File: config.mk
export PLATFORM = sky130hd
export DESIGN_NAME = alu_seq_ctrl_flat
export DESIGN_NICKNAME = d
export VERILOG_FILES = /design/src/rtl/alu_seq_ctrl_if.sv /design/src/rtl/alu_seq_ctrl.sv /design/src/flat_wrapper.sv
export SDC_FILE = /design/constraint.sdc
export NUM_CORES = 1
export LEC_CHECK = 0
export CORE_ASPECT_RATIO = 0.5
export CORE_MARGIN = 2
export CORE_UTILIZATION = 49
export DETAILED_ROUTE_END_ITERATION = 8
export PLACE_DENSITY = 0.77
export SLEW_MARGIN = 10
export SYNTH_ARGS = -nofsm -noshare
export SYNTH_HDL_FRONTEND = slang
export SYNTH_SLANG_ARGS = --single-unit
File: constraint.sdc
create_clock -name clk -period 1.94 [get_ports clk]
set_input_delay 0.582 -clock clk [delete_from_list [all_inputs] [get_ports clk]]
set_output_delay 0.582 -clock clk [all_outputs]
set_load 0.02 [all_outputs]
File: src/rtl/alu_seq_ctrl_if.sv
`default_nettype none
//==============================================================================
// Module      : alu_seq_ctrl_if
// Description : Command handshake and datapath control bundle for the
//               ALU command sequencer. The master side is the command
//               source plus ALU datapath; the slave side is the sequencer.
//               ALU_SEQ_STICKY_FLAGS_EN adds flags_clr / flags_sticky.
// Revision    : 1.0  initial release
//==============================================================================
interface alu_seq_ctrl_if #(
   parameter int DEPTH = 4,
   parameter int CNT_W = $clog2(DEPTH + 1)
);
   logic             cmd_valid;
   logic             cmd_ready;
   logic [7:0]       cmd_op;
   logic [2:0]       cmd_a;
   logic [2:0]       cmd_b;
   logic [2:0]       cmd_dest;
   logic [15:0]      cmd_imm;
   logic             cmd_imm_p;
   logic             flush;
   logic [15:0]      alu_bus;
   logic [4:0]       flags_in;
   logic [2:0]       a_reg;
   logic [2:0]       b_reg;
   logic [2:0]       dest_reg;
   logic [15:0]      immediate;
   logic             immediate_p;
   logic [7:0]       alu_op;
   logic             done;
   logic [15:0]      result;
   logic [4:0]       flags_out;
   logic             busy;
   logic [CNT_W-1:0] level;
`ifdef ALU_SEQ_STICKY_FLAGS_EN
   logic             flags_clr;
   logic [4:0]       flags_sticky;

   modport master (
      output cmd_valid, cmd_op, cmd_a, cmd_b, cmd_dest, cmd_imm, cmd_imm_p,
             flush, alu_bus, flags_in, flags_clr,
      input  cmd_ready, a_reg, b_reg, dest_reg, immediate, immediate_p,
             alu_op, done, result, flags_out, busy, level, flags_sticky
   );
   modport slave (
      input  cmd_valid, cmd_op, cmd_a, cmd_b, cmd_dest, cmd_imm, cmd_imm_p,
             flush, alu_bus, flags_in, flags_clr,
      output cmd_ready, a_reg, b_reg, dest_reg, immediate, immediate_p,
             alu_op, done, result, flags_out, busy, level, flags_sticky
   );
`else
   modport master (
      output cmd_valid, cmd_op, cmd_a, cmd_b, cmd_dest, cmd_imm, cmd_imm_p,
             flush, alu_bus, flags_in,
      input  cmd_ready, a_reg, b_reg, dest_reg, immediate, immediate_p,
             alu_op, done, result, flags_out, busy, level
   );
   modport slave (
      input  cmd_valid, cmd_op, cmd_a, cmd_b, cmd_dest, cmd_imm, cmd_imm_p,
             flush, alu_bus, flags_in,
      output cmd_ready, a_reg, b_reg, dest_reg, immediate, immediate_p,
             alu_op, done, result, flags_out, busy, level
   );
`endif
endinterface
`default_nettype wire

File: src/rtl/alu_seq_ctrl.sv
`default_nettype none
//==============================================================================
// Module      : alu_seq_ctrl
// Description : ALU command sequencer. Buffers commands in a DEPTH-entry
//               FIFO and issues each one as an OPER (operand settle) phase
//               followed by a WRITE (writeback + capture) phase.
//               Optional macro ALU_SEQ_STICKY_FLAGS_EN adds sticky flags.
// Revision    : 1.0  initial release
//==============================================================================
module alu_seq_ctrl #(
   parameter int DEPTH = 4,
   parameter int CNT_W = $clog2(DEPTH + 1)
) (
   input  logic          clk,
   input  logic          reset,
   alu_seq_ctrl_if.slave bus
);
   localparam int PTR_W = $clog2(DEPTH);

   typedef struct packed {
      logic [7:0]  op;
      logic [2:0]  a;
      logic [2:0]  b;
      logic [2:0]  dest;
      logic [15:0] imm;
      logic        imm_p;
   } cmd_t;

   typedef enum logic [1:0] {
      S_IDLE  = 2'd0,
      S_OPER  = 2'd1,
      S_WRITE = 2'd2
   } state_t;

   state_t           r_state;
   state_t           w_state_nxt;
   cmd_t             r_mem [DEPTH];
   cmd_t             r_iss;
   logic [PTR_W-1:0] r_wptr;
   logic [PTR_W-1:0] r_rptr;
   logic [CNT_W-1:0] r_level;
   logic [CNT_W-1:0] w_level_nxt;
   logic             r_ready;
   logic             r_done;
   logic [15:0]      r_result;
   logic [4:0]       r_flags;
   logic             w_push;
   logic             w_pop;
   cmd_t             w_cmd_in;

   // Flush drops a concurrent push and suppresses any pop, so an in-flight
   // command finishes and the FSM falls back to IDLE.
   assign w_push   = bus.cmd_valid & r_ready & ~bus.flush;
   assign w_pop    = ~bus.flush & (r_level != '0) &
                     ((r_state == S_IDLE) | (r_state == S_WRITE));
   assign w_cmd_in = '{op: bus.cmd_op, a: bus.cmd_a, b: bus.cmd_b,
                       dest: bus.cmd_dest, imm: bus.cmd_imm,
                       imm_p: bus.cmd_imm_p};

   // Next FIFO occupancy; ready is derived from it so it is registered.
   always_comb begin
      w_level_nxt = r_level;
      if (bus.flush)
         w_level_nxt = '0;
      else if (w_push && !w_pop)
         w_level_nxt = r_level + CNT_W'(1);
      else if (!w_push && w_pop)
         w_level_nxt = r_level - CNT_W'(1);
   end

   // FIFO storage: payload only, pointers carry validity.
   always_ff @(posedge clk) begin
      if (w_push)
         r_mem[r_wptr] <= w_cmd_in;
   end

   // FIFO pointers, level and registered ready.
   always_ff @(posedge clk or negedge reset) begin
      if (!reset) begin
         r_wptr  <= '0;
         r_rptr  <= '0;
         r_level <= '0;
         r_ready <= 1'b0;
      end else begin
         r_level <= w_level_nxt;
         r_ready <= (w_level_nxt != CNT_W'(DEPTH));
         if (bus.flush) begin
            r_wptr <= '0;
            r_rptr <= '0;
         end else begin
            if (w_push) r_wptr <= r_wptr + PTR_W'(1);
            if (w_pop)  r_rptr <= r_rptr + PTR_W'(1);
         end
      end
   end

   // FSM state register.
   always_ff @(posedge clk or negedge reset) begin
      if (!reset) r_state <= S_IDLE;
      else        r_state <= w_state_nxt;
   end

   // FSM next state: OPER always lasts one cycle; WRITE chains into the
   // next command when one is waiting.
   always_comb begin
      w_state_nxt = r_state;
      case (r_state)
         S_IDLE:  if (w_pop) w_state_nxt = S_OPER;
         S_OPER:  w_state_nxt = S_WRITE;
         S_WRITE: w_state_nxt = w_pop ? S_OPER : S_IDLE;
         default: w_state_nxt = S_IDLE;
      endcase
   end

   // Issue register: loaded on pop, released when a command retires.
   always_ff @(posedge clk or negedge reset) begin
      if (!reset)
         r_iss <= '0;
      else if (w_pop)
         r_iss <= r_mem[r_rptr];
      else if (r_state == S_WRITE)
         r_iss <= '0;
   end

   // Retire capture: result/flags latched at the end of WRITE.
   always_ff @(posedge clk or negedge reset) begin
      if (!reset) begin
         r_done   <= 1'b0;
         r_result <= '0;
         r_flags  <= '0;
      end else begin
         r_done <= (r_state == S_WRITE);
         if (r_state == S_WRITE) begin
            r_result <= bus.alu_bus;
            r_flags  <= bus.flags_in;
         end
      end
   end

   // Datapath controls; register 0 is the discard target outside WRITE.
   always_comb begin
      bus.a_reg       = '0;
      bus.b_reg       = '0;
      bus.dest_reg    = '0;
      bus.immediate   = '0;
      bus.immediate_p = 1'b0;
      bus.alu_op      = '0;
      if (r_state != S_IDLE) begin
         bus.a_reg       = r_iss.a;
         bus.b_reg       = r_iss.b;
         bus.immediate   = r_iss.imm;
         bus.immediate_p = r_iss.imm_p;
         bus.alu_op      = r_iss.op;
      end
      if (r_state == S_WRITE)
         bus.dest_reg = r_iss.dest;
   end

   assign bus.cmd_ready = r_ready;
   assign bus.done      = r_done;
   assign bus.result    = r_result;
   assign bus.flags_out = r_flags;
   assign bus.busy      = (r_state != S_IDLE);
   assign bus.level     = r_level;

`ifdef ALU_SEQ_STICKY_FLAGS_EN
   logic [4:0] r_sticky;

   // Sticky flag accumulator; clear takes priority over a retire.
   always_ff @(posedge clk or negedge reset) begin
      if (!reset)
         r_sticky <= '0;
      else if (bus.flags_clr)
         r_sticky <= '0;
      else if (r_state == S_WRITE)
         r_sticky <= r_sticky | bus.flags_in;
   end

   assign bus.flags_sticky = r_sticky;
`endif

endmodule
`default_nettype wire
File: src/flat_wrapper.sv
// flat-port wrapper written by rule: the top's interface ports become plain ports
module alu_seq_ctrl_flat 
#(
   parameter int DEPTH = 4,
   parameter int CNT_W = $clog2(DEPTH + 1)
)
  (clk, reset, bus_cmd_valid, bus_cmd_op, bus_cmd_a, bus_cmd_b, bus_cmd_dest, bus_cmd_imm, bus_cmd_imm_p, bus_flush, bus_alu_bus, bus_flags_in, bus_cmd_ready, bus_a_reg, bus_b_reg, bus_dest_reg, bus_immediate, bus_immediate_p, bus_alu_op, bus_done, bus_result, bus_flags_out, bus_busy, bus_level);
  alu_seq_ctrl_if #(.DEPTH(DEPTH), .CNT_W(CNT_W)) bus_i ();
  input  logic clk;
  input  logic reset;
  input wire logic [$bits(bus_i.cmd_valid)-1:0] bus_cmd_valid;
  input wire logic [$bits(bus_i.cmd_op)-1:0] bus_cmd_op;
  input wire logic [$bits(bus_i.cmd_a)-1:0] bus_cmd_a;
  input wire logic [$bits(bus_i.cmd_b)-1:0] bus_cmd_b;
  input wire logic [$bits(bus_i.cmd_dest)-1:0] bus_cmd_dest;
  input wire logic [$bits(bus_i.cmd_imm)-1:0] bus_cmd_imm;
  input wire logic [$bits(bus_i.cmd_imm_p)-1:0] bus_cmd_imm_p;
  input wire logic [$bits(bus_i.flush)-1:0] bus_flush;
  input wire logic [$bits(bus_i.alu_bus)-1:0] bus_alu_bus;
  input wire logic [$bits(bus_i.flags_in)-1:0] bus_flags_in;
  output wire logic [$bits(bus_i.cmd_ready)-1:0] bus_cmd_ready;
  output wire logic [$bits(bus_i.a_reg)-1:0] bus_a_reg;
  output wire logic [$bits(bus_i.b_reg)-1:0] bus_b_reg;
  output wire logic [$bits(bus_i.dest_reg)-1:0] bus_dest_reg;
  output wire logic [$bits(bus_i.immediate)-1:0] bus_immediate;
  output wire logic [$bits(bus_i.immediate_p)-1:0] bus_immediate_p;
  output wire logic [$bits(bus_i.alu_op)-1:0] bus_alu_op;
  output wire logic [$bits(bus_i.done)-1:0] bus_done;
  output wire logic [$bits(bus_i.result)-1:0] bus_result;
  output wire logic [$bits(bus_i.flags_out)-1:0] bus_flags_out;
  output wire logic [$bits(bus_i.busy)-1:0] bus_busy;
  output wire logic [$bits(bus_i.level)-1:0] bus_level;
  assign bus_i.cmd_valid = bus_cmd_valid;
  assign bus_i.cmd_op = bus_cmd_op;
  assign bus_i.cmd_a = bus_cmd_a;
  assign bus_i.cmd_b = bus_cmd_b;
  assign bus_i.cmd_dest = bus_cmd_dest;
  assign bus_i.cmd_imm = bus_cmd_imm;
  assign bus_i.cmd_imm_p = bus_cmd_imm_p;
  assign bus_i.flush = bus_flush;
  assign bus_i.alu_bus = bus_alu_bus;
  assign bus_i.flags_in = bus_flags_in;
  assign bus_cmd_ready = bus_i.cmd_ready;
  assign bus_a_reg = bus_i.a_reg;
  assign bus_b_reg = bus_i.b_reg;
  assign bus_dest_reg = bus_i.dest_reg;
  assign bus_immediate = bus_i.immediate;
  assign bus_immediate_p = bus_i.immediate_p;
  assign bus_alu_op = bus_i.alu_op;
  assign bus_done = bus_i.done;
  assign bus_result = bus_i.result;
  assign bus_flags_out = bus_i.flags_out;
  assign bus_busy = bus_i.busy;
  assign bus_level = bus_i.level;
  alu_seq_ctrl #(.DEPTH(DEPTH), .CNT_W(CNT_W)) u_core (.clk(clk), .reset(reset), .bus(bus_i));
endmodule
==> results of run 1 <==
[kinds of logic (layout without fill, tap and decap cells)]
group,after synthesis,in the layout,share of synthesized area [%]
buffers and inverters,75,238,4.14
and+or+nand+nor,158,158,10.0
xor gates and xnor gates,3,3,0.498
adders and majority gates,7,7,1.09
AOI/OAI and AO/OA,46,46,3.32
DFF,202,202,71.4
muxes,34,34,9.53
[timing repair]
item / 4_1_cts / 5_1_grt
buffers inserted: 4 / 1
gates resized for setup: 186 / 35
gates cloned: 0 / 1
pin swaps: 1 / 4
endpoints found under the setup margin: 61 / 42
[layer usage]
metal	up-vias	part of all wire [%]	global-route usage [%]	routed length, um
met5	-	0	0	0
met4	0	1.2	4.43	189
met3	21	5.8	4.01	941
met2	129	49	32.5	7980
met1	2345	44	24.6	7180
li1	2187	-	-	-
[worst register-to-register path, delay by kind of cell (launching register included)]
family | cells | cell delay (ps)
AND/OR/NAND/NOR | 3 | 760
flip-flops | 1 | 360
buffers and inverters | 2 | 280
adder cells (fa/ha/maj) | 1 | 170
AO/OA/AOI/OAI | 1 | 100
[where the power goes]
group / total (uW) / internal, uW / switching, uW
Combinational: 4870 / 2180 / 2690
Clock: 3390 / 1900 / 1490
Sequential: 5760 / 5370 / 389
Total: 14000 / 9450 / 4570
[state kept, by name, indices dropped and copies added, names as in the netlist]
register and flops:
u_core.bus.result 16, u_core.r_rptr 2, u_core.bus.flags_out 5, u_core.bus.done 1
u_core.r_state 2, u_core.bus.level 3, u_core.r_mem 136, u_core.r_iss 34
u_core.r_wptr 2, u_core.bus.cmd_ready 1
[metrics by stage]
stage	instances	power, uW	hold slack (ps)
after CTS	915	14000	43.7
after detailed placement	877	10800	463
after global placement	877	10700	457
final	915	14000	32.2
after global routing	915	14800	51.0
after floorplan	525	8800	286
[cell type report]
cell class,instances,area share (%)
clock inverters,4,0.207
multi-input cells,248,19.7
well taps,227,2.76
repair buffers,160,14.7
clock buffers,30,5.22
flip-flops and latches,202,55.8
inverters,44,1.63
[Yosys cell counts (2+ instances only)]
| library cell | instances |
|---|---|
| inv_1 | 44 |
| o21ai_2 | 5 |
| clkbuf_1 | 6 |
| a211oi_1 | 2 |
| nand3_2 | 5 |
| and2_1 | 3 |
| buf_2 | 11 |
| ha_1 | 7 |
| o211ai_1 | 2 |
| buf_1 | 7 |
| nand2_1 | 65 |
| o21ai_0 | 27 |
| o21ai_1 | 5 |
| nor2_1 | 5 |
| a21oi_1 | 2 |
| edfxtp_1 | 136 |
| and3_1 | 5 |
| nand2b_1 | 2 |
| buf_6 | 3 |
| nor2b_1 | 33 |
| xnor2_1 | 2 |
| buf_4 | 4 |
| dfrtp_1 | 66 |
| mux4_2 | 34 |
| or3_1 | 2 |
| nand3_1 | 31 |
[how the worst min path moves through the flow]
| stage | from | end | cells after the start |
|---|---|---|---|
| 2_1_floorplan | reset | u_core.bus.cmd_ready | 0 |
| 3_3_place_gp | u_core.bus.result[0] | u_core.bus.result[0] | 2 |
| 3_5_place_dp | u_core.bus.result[7] | u_core.bus.result[7] | 2 |
| 4_1_cts | reset | u_core.r_iss[31] | 1 |
| 5_1_grt | reset | u_core.r_iss[30] | 1 |
| 6_report | reset | u_core.r_iss[31] | 1 |
==> flow_metrics.env, run 1 <==
export IMPL_ys_types=37
export IMPL_dr_pass1_iters=4
export IMPL_clock_sinks=202
export IMPL_cp_start_kind="flop"
export IMPL_synth_edf_count=136
export IMPL_fmax_ghz=0.473
export IMPL_r2r_end="u_core.r_iss[30]"
export IMPL_maxSlewViolCount=0
export IMPL_cts_buffer_depth=3
export IMPL_path_cells="nor2_4, buf_12, nor2b_1, buf_4"
export IMPL_max_cap_viol_count=0
export IMPL_drt_iter0_drc=323
export IMPL_ant_nets=0
export IMPL_critical_path_buf_inv_count=2
export IMPL_path_clk_slew_ps=60
export IMPL_mostFrequentLayoutCell="edfxtp_1"
export IMPL_placementRows=33
export IMPL_synth_top_area_share_pct=50.8
export IMPL_gp_congestion=0.792
export IMPL_grtUsageTotal_pct=18.7
export IMPL_start_util_pct=49.6
export IMPL_worstRegToRegCells=7
export IMPL_synth_async_sr_flop_share_pct=32.7
export IMPL_ys_ff_latch=202
export IMPL_hold_viol_final=0
export IMPL_port_buffers=119
export IMPL_ff2ff_setup_slack_ps=150
export IMPL_finalInstanceArea_um2=10300
export IMPL_syn_area_per_cell_um2=15.3
export IMPL_hold_class="in2async"
export IMPL_htreeDepth=1
export IMPL_post_route_period_util_pct=109
export IMPL_relSlewSlack_pct=57.6
export IMPL_power_leakage_uw=0.00411
export IMPL_cp_depth=4
export IMPL_utilization_pct=63.5
export IMPL_preCtsSetupSlack_ps=-407
export IMPL_syn_cell_area_um2=8030
export IMPL_drc_errors=0
export IMPL_fp_dieArea_um2=17500
export IMPL_vias=4682
export IMPL_grt_pass1_wl_um=25000
export IMPL_ys_warn_count=0
export IMPL_cpMaxStageDelayCell="dfrtp_1"
export IMPL_clock_skew_ps=13.6
export IMPL_grt_max_degree=56
export IMPL_die_w_um=185
export IMPL_violations="setup timing"
export IMPL_cts_tree="built"
export IMPL_grt_setup_unrepaired="yes"
export IMPL_tns_ps=-4710
export IMPL_dp_hpwl_um=10700
export IMPL_tightestPinTransition_ps=637
export IMPL_vias_per_cell=5.12
export IMPL_grt_pass1_vias=4700
export IMPL_synth_net_count=591
export IMPL_cts_hold_buffers=0
export IMPL_arrival_ps=1530
export IMPL_die_h_um=94.5
export IMPL_diodes=0
export IMPL_criticalPathCategory="reg2out"
export IMPL_ir_drop_mv=0.708
export IMPL_cts_buffers=19
export IMPL_finalWirelength_um=16300
export IMPL_antenna_found_initial=0
export IMPL_synthTopCellsByArea="edfxtp_1 51%, dfrtp_1 21%, mux4_2 9.5%, nand2_1 3.0%, nor2b_1 2.6%"
export IMPL_layout_drive_gt1_share_pct=24.4
export IMPL_crit_required_ps=1360
export IMPL_critPathCapture="bus_b_reg[0]"
export IMPL_timing_rr_start="u_core.bus.level[1]"
export IMPL_clock_latency_ps=490
export IMPL_outcome="finished with violations"
export IMPL_multi_input_area_um2=2030
export IMPL_synth_main_ff_cell="edfxtp_1"
export IMPL_worstPathMaxFanout=16
export IMPL_ff_latch_area_um2=5740
export IMPL_area_delta_synth_final_pct=28.0
export IMPL_coreArea_um2=16200
export IMPL_yosys_area_top_type="edfxtp_1"
export IMPL_overflow=0
export IMPL_wl_per_cell_um=17.8
export IMPL_end_kind="output pin"
export IMPL_dpl_cell_area_um2=9770
export IMPL_ioPinCount=120
export IMPL_fillCellCount=1187
export IMPL_nets=741
export IMPL_critPathTopFamily="flip-flops"
export IMPL_min_period_ps=2110
export IMPL_powerDensity_nw_per_um2=1360
export IMPL_finalSetupViolCount=35
export IMPL_startpoint="u_core.r_state[1]"
export IMPL_ys_seq_area_share_pct=71.4
export IMPL_synthCells=525
export IMPL_root_buffer="clkbuf_16"
export IMPL_final_cell_mix="136 x edfxtp_1, 65 x nand2_1, 62 x dfrtp_1, 57 x clkdlybuf4s50_1, 43 x inv_1"
export IMPL_layout_setup_ws_ps=-172
export IMPL_max_stage_delay_ps=400
(Power assumes the default switching activity.)
==> inputs of run 2 (changes only) <==
--- a/config.mk
+++ b/config.mk
@@ -9,7 +9,7 @@
 export CORE_MARGIN = 2
 export CORE_UTILIZATION = 49
 export DETAILED_ROUTE_END_ITERATION = 8
-export PLACE_DENSITY = 0.77
+export PLACE_DENSITY = 0.76
 export SLEW_MARGIN = 10
 export SYNTH_ARGS = -nofsm -noshare
 export SYNTH_HDL_FRONTEND = slang
==> run 2 against run 1 <==
Net effect:
- the run still ends with setup timing left
- worst hold slack improved by 440 ps
- wire length is 4.4% lower
- die area is the same
- critical path type unchanged
- critical endpoint is now bus_a_reg[1]
==> flow_metrics.env, run 2 (synthesis results as in run 1) <==
export IMPL_switching_power_uw=4520
export IMPL_vias=4566
export IMPL_grt_pass1_wl_um=24600
export IMPL_fmax_ghz=0.481
export IMPL_grtUsageTotal_pct=18.5
export IMPL_finalWirelength_um=15600
export IMPL_cts_buffers=19
export IMPL_finalSetupViolCount=35
export IMPL_fillCellCount=1209
export IMPL_dp_hpwl_um=9770
export IMPL_antenna_found_initial=0
export IMPL_nets=730
export IMPL_placementRows=33
export IMPL_cts_setup_buffers=0
export IMPL_arrival_ps=1500
export IMPL_largest_reg_flops=136
export IMPL_clock_skew_ps=14.5
export IMPL_fp_dieArea_um2=17500
export IMPL_drc_errors=0
export IMPL_layout_setup_ws_ps=-139
export IMPL_multi_input_area_um2=1980
export IMPL_cts_buffer_depth=3
export IMPL_grt_setup_unrepaired="yes"
export IMPL_tightestPinTransition_ps=631
export IMPL_maxSlewViolCount=0
export IMPL_holdWs_ps=471
export IMPL_clockPowerShare_pct=24.7
export IMPL_mostFrequentLayoutCell="edfxtp_1"
export IMPL_hold_class="reg2reg"
export IMPL_cts_tree="built"
export IMPL_fin_total_pwr_uw=13700
export IMPL_ff_latch_area_um2=5740
export IMPL_overflow=0
export IMPL_p_int_uw=9200
export IMPL_grt_pass1_vias=4653
export IMPL_vias_per_cell=5.05
export IMPL_final_cell_mix="136 x edfxtp_1, 65 x nand2_1, 62 x dfrtp_1, 57 x clkdlybuf4s50_1, 43 x inv_1"
export IMPL_root_buffer="clkbuf_16"
export IMPL_switching_share_pct=33.0
export IMPL_ir_drop_mv=0.692
export IMPL_ant_nets=0
export IMPL_powerDensity_nw_per_um2=1350
export IMPL_coreArea_um2=16200
export IMPL_end_kind="output pin"
export IMPL_max_cap_viol_count=0
export IMPL_wl_per_cell_um=17.2
export IMPL_dr_pass1_iters=4
export IMPL_violations="setup timing"
export IMPL_start_util_pct=49.6
export IMPL_gp_congestion=0.804
export IMPL_min_period_ps=2080
export IMPL_top_register="u_core.r_mem"
export IMPL_path_clk_slew_ps=60
export IMPL_hold_viol_final=0
export IMPL_worstPathMaxFanout=22
export IMPL_cp_start_kind="flop"
export IMPL_criticalPathCategory="reg2out"
export IMPL_diodes=0
export IMPL_die_w_um=185
export IMPL_clock_latency_ps=480
export IMPL_port_buffers=119
export IMPL_crit_required_ps=1360
export IMPL_htreeDepth=1
export IMPL_die_h_um=94.5
export IMPL_layout_drive_gt1_share_pct=22.6
export IMPL_outcome="finished with violations"
export IMPL_grt_max_degree=56
export IMPL_area_delta_synth_final_pct=26.4
export IMPL_p_seq_share_pct=41.6
export IMPL_ioPinCount=120
export IMPL_clock_sinks=202
export IMPL_power_leakage_uw=0.00403
export IMPL_post_route_period_util_pct=107
export IMPL_drt_iter0_drc=277
export IMPL_combPwrFrac_pct=33.7
export IMPL_relSlewSlack_pct=57.9
## run 2: changes by cell type in the layout (fill, tap and decap cells not counted), sizes merged
cell / before / now
clkdlybuf4s15: 0 / 2
clkbuf: 32 / 22
clkinvlp: 0 / 4
buf: 77 / 65
clkinv: 3 / 7
dlygate4sd3: 0 / 1
## run 2: path summary, 6_finish.rpt
kind	from	end	slack [ps]	cells past startpoint
setup reg to reg	u_core.bus.level[0]	u_core.r_iss[5]	130	7
hold / removal	u_core.bus.result[12]	u_core.bus.result[12]	470	2
min in group asynchronous	reset	u_core.r_iss[32]	530	2
setup / recovery	u_core.r_state[1]	bus_a_reg[1]	-140	4
hold reg to reg	u_core.bus.result[12]	u_core.bus.result[12]	470	2
max in group asynchronous	reset	u_core.r_iss[2]	900	3
## run 2: cell type report
| type | instances | area share (%) |
|---|---|---|
| clock buffer | 22 | 4.79 |
| multi-input combinational | 248 | 19.5 |
| inverter | 44 | 1.65 |
| tap | 227 | 2.80 |
| clock inverter | 12 | 0.764 |
| sequential | 202 | 56.5 |
| timing repair buffer | 149 | 14.0 |
## run 2: stage by stage
step                      cell area (um^2)  TNS (ps)  utilization (%)  worst slack (ps)  cells
after floorplan                       8040      -433                -             -3.19    525
after global placement                9730    -33610             60.1              -359    869
after detailed placement              9730    -36270             60.1              -366    869
after CTS                            10200     -4530             62.7              -275    904
after global routing                 10200     -5840             62.7              -195    904
final                                10200     -3580             62.7              -139    904
## run 2: power by group through the flow
stage	registers, uW	logic [uW]	clock network [uW]
after floorplan	6030	2770	0
after global placement	5770	4870	0
after detailed placement	5800	4990	0
after CTS	5720	4700	3480
after global routing	5790	5100	3650
final	5710	4620	3390
## run 2: timing repair
| action | 4_1_cts | 5_1_grt |
|---|---|---|
| pin swaps | 0 | 0 |
| setup endpoints to repair | 61 | 35 |
| hold buffers | 1 | 0 |
| gates cloned | 0 | 0 |
| hold endpoints to repair | 14 | 0 |
| resized for setup | 184 | 4 |
## run 2: critical path: stages (launching register included)
cell     delay (ps)
dfrtp_1         430
nor2_4          170
buf_12          170
nor2b_1          80
buf_4           160
## run 2: per-layer routing
| layer | vias up | track usage, % | wire [um] |
|---|---|---|---|
| met2 | 137 | 32.1 | 7600 |
| met1 | 2231 | 23.7 | 6700 |
| met4 | 0 | 6.15 | 468 |
| li1 | 2164 | - | - |
| met3 | 34 | 3.74 | 805 |
| met5 | - | 0 | 0 |
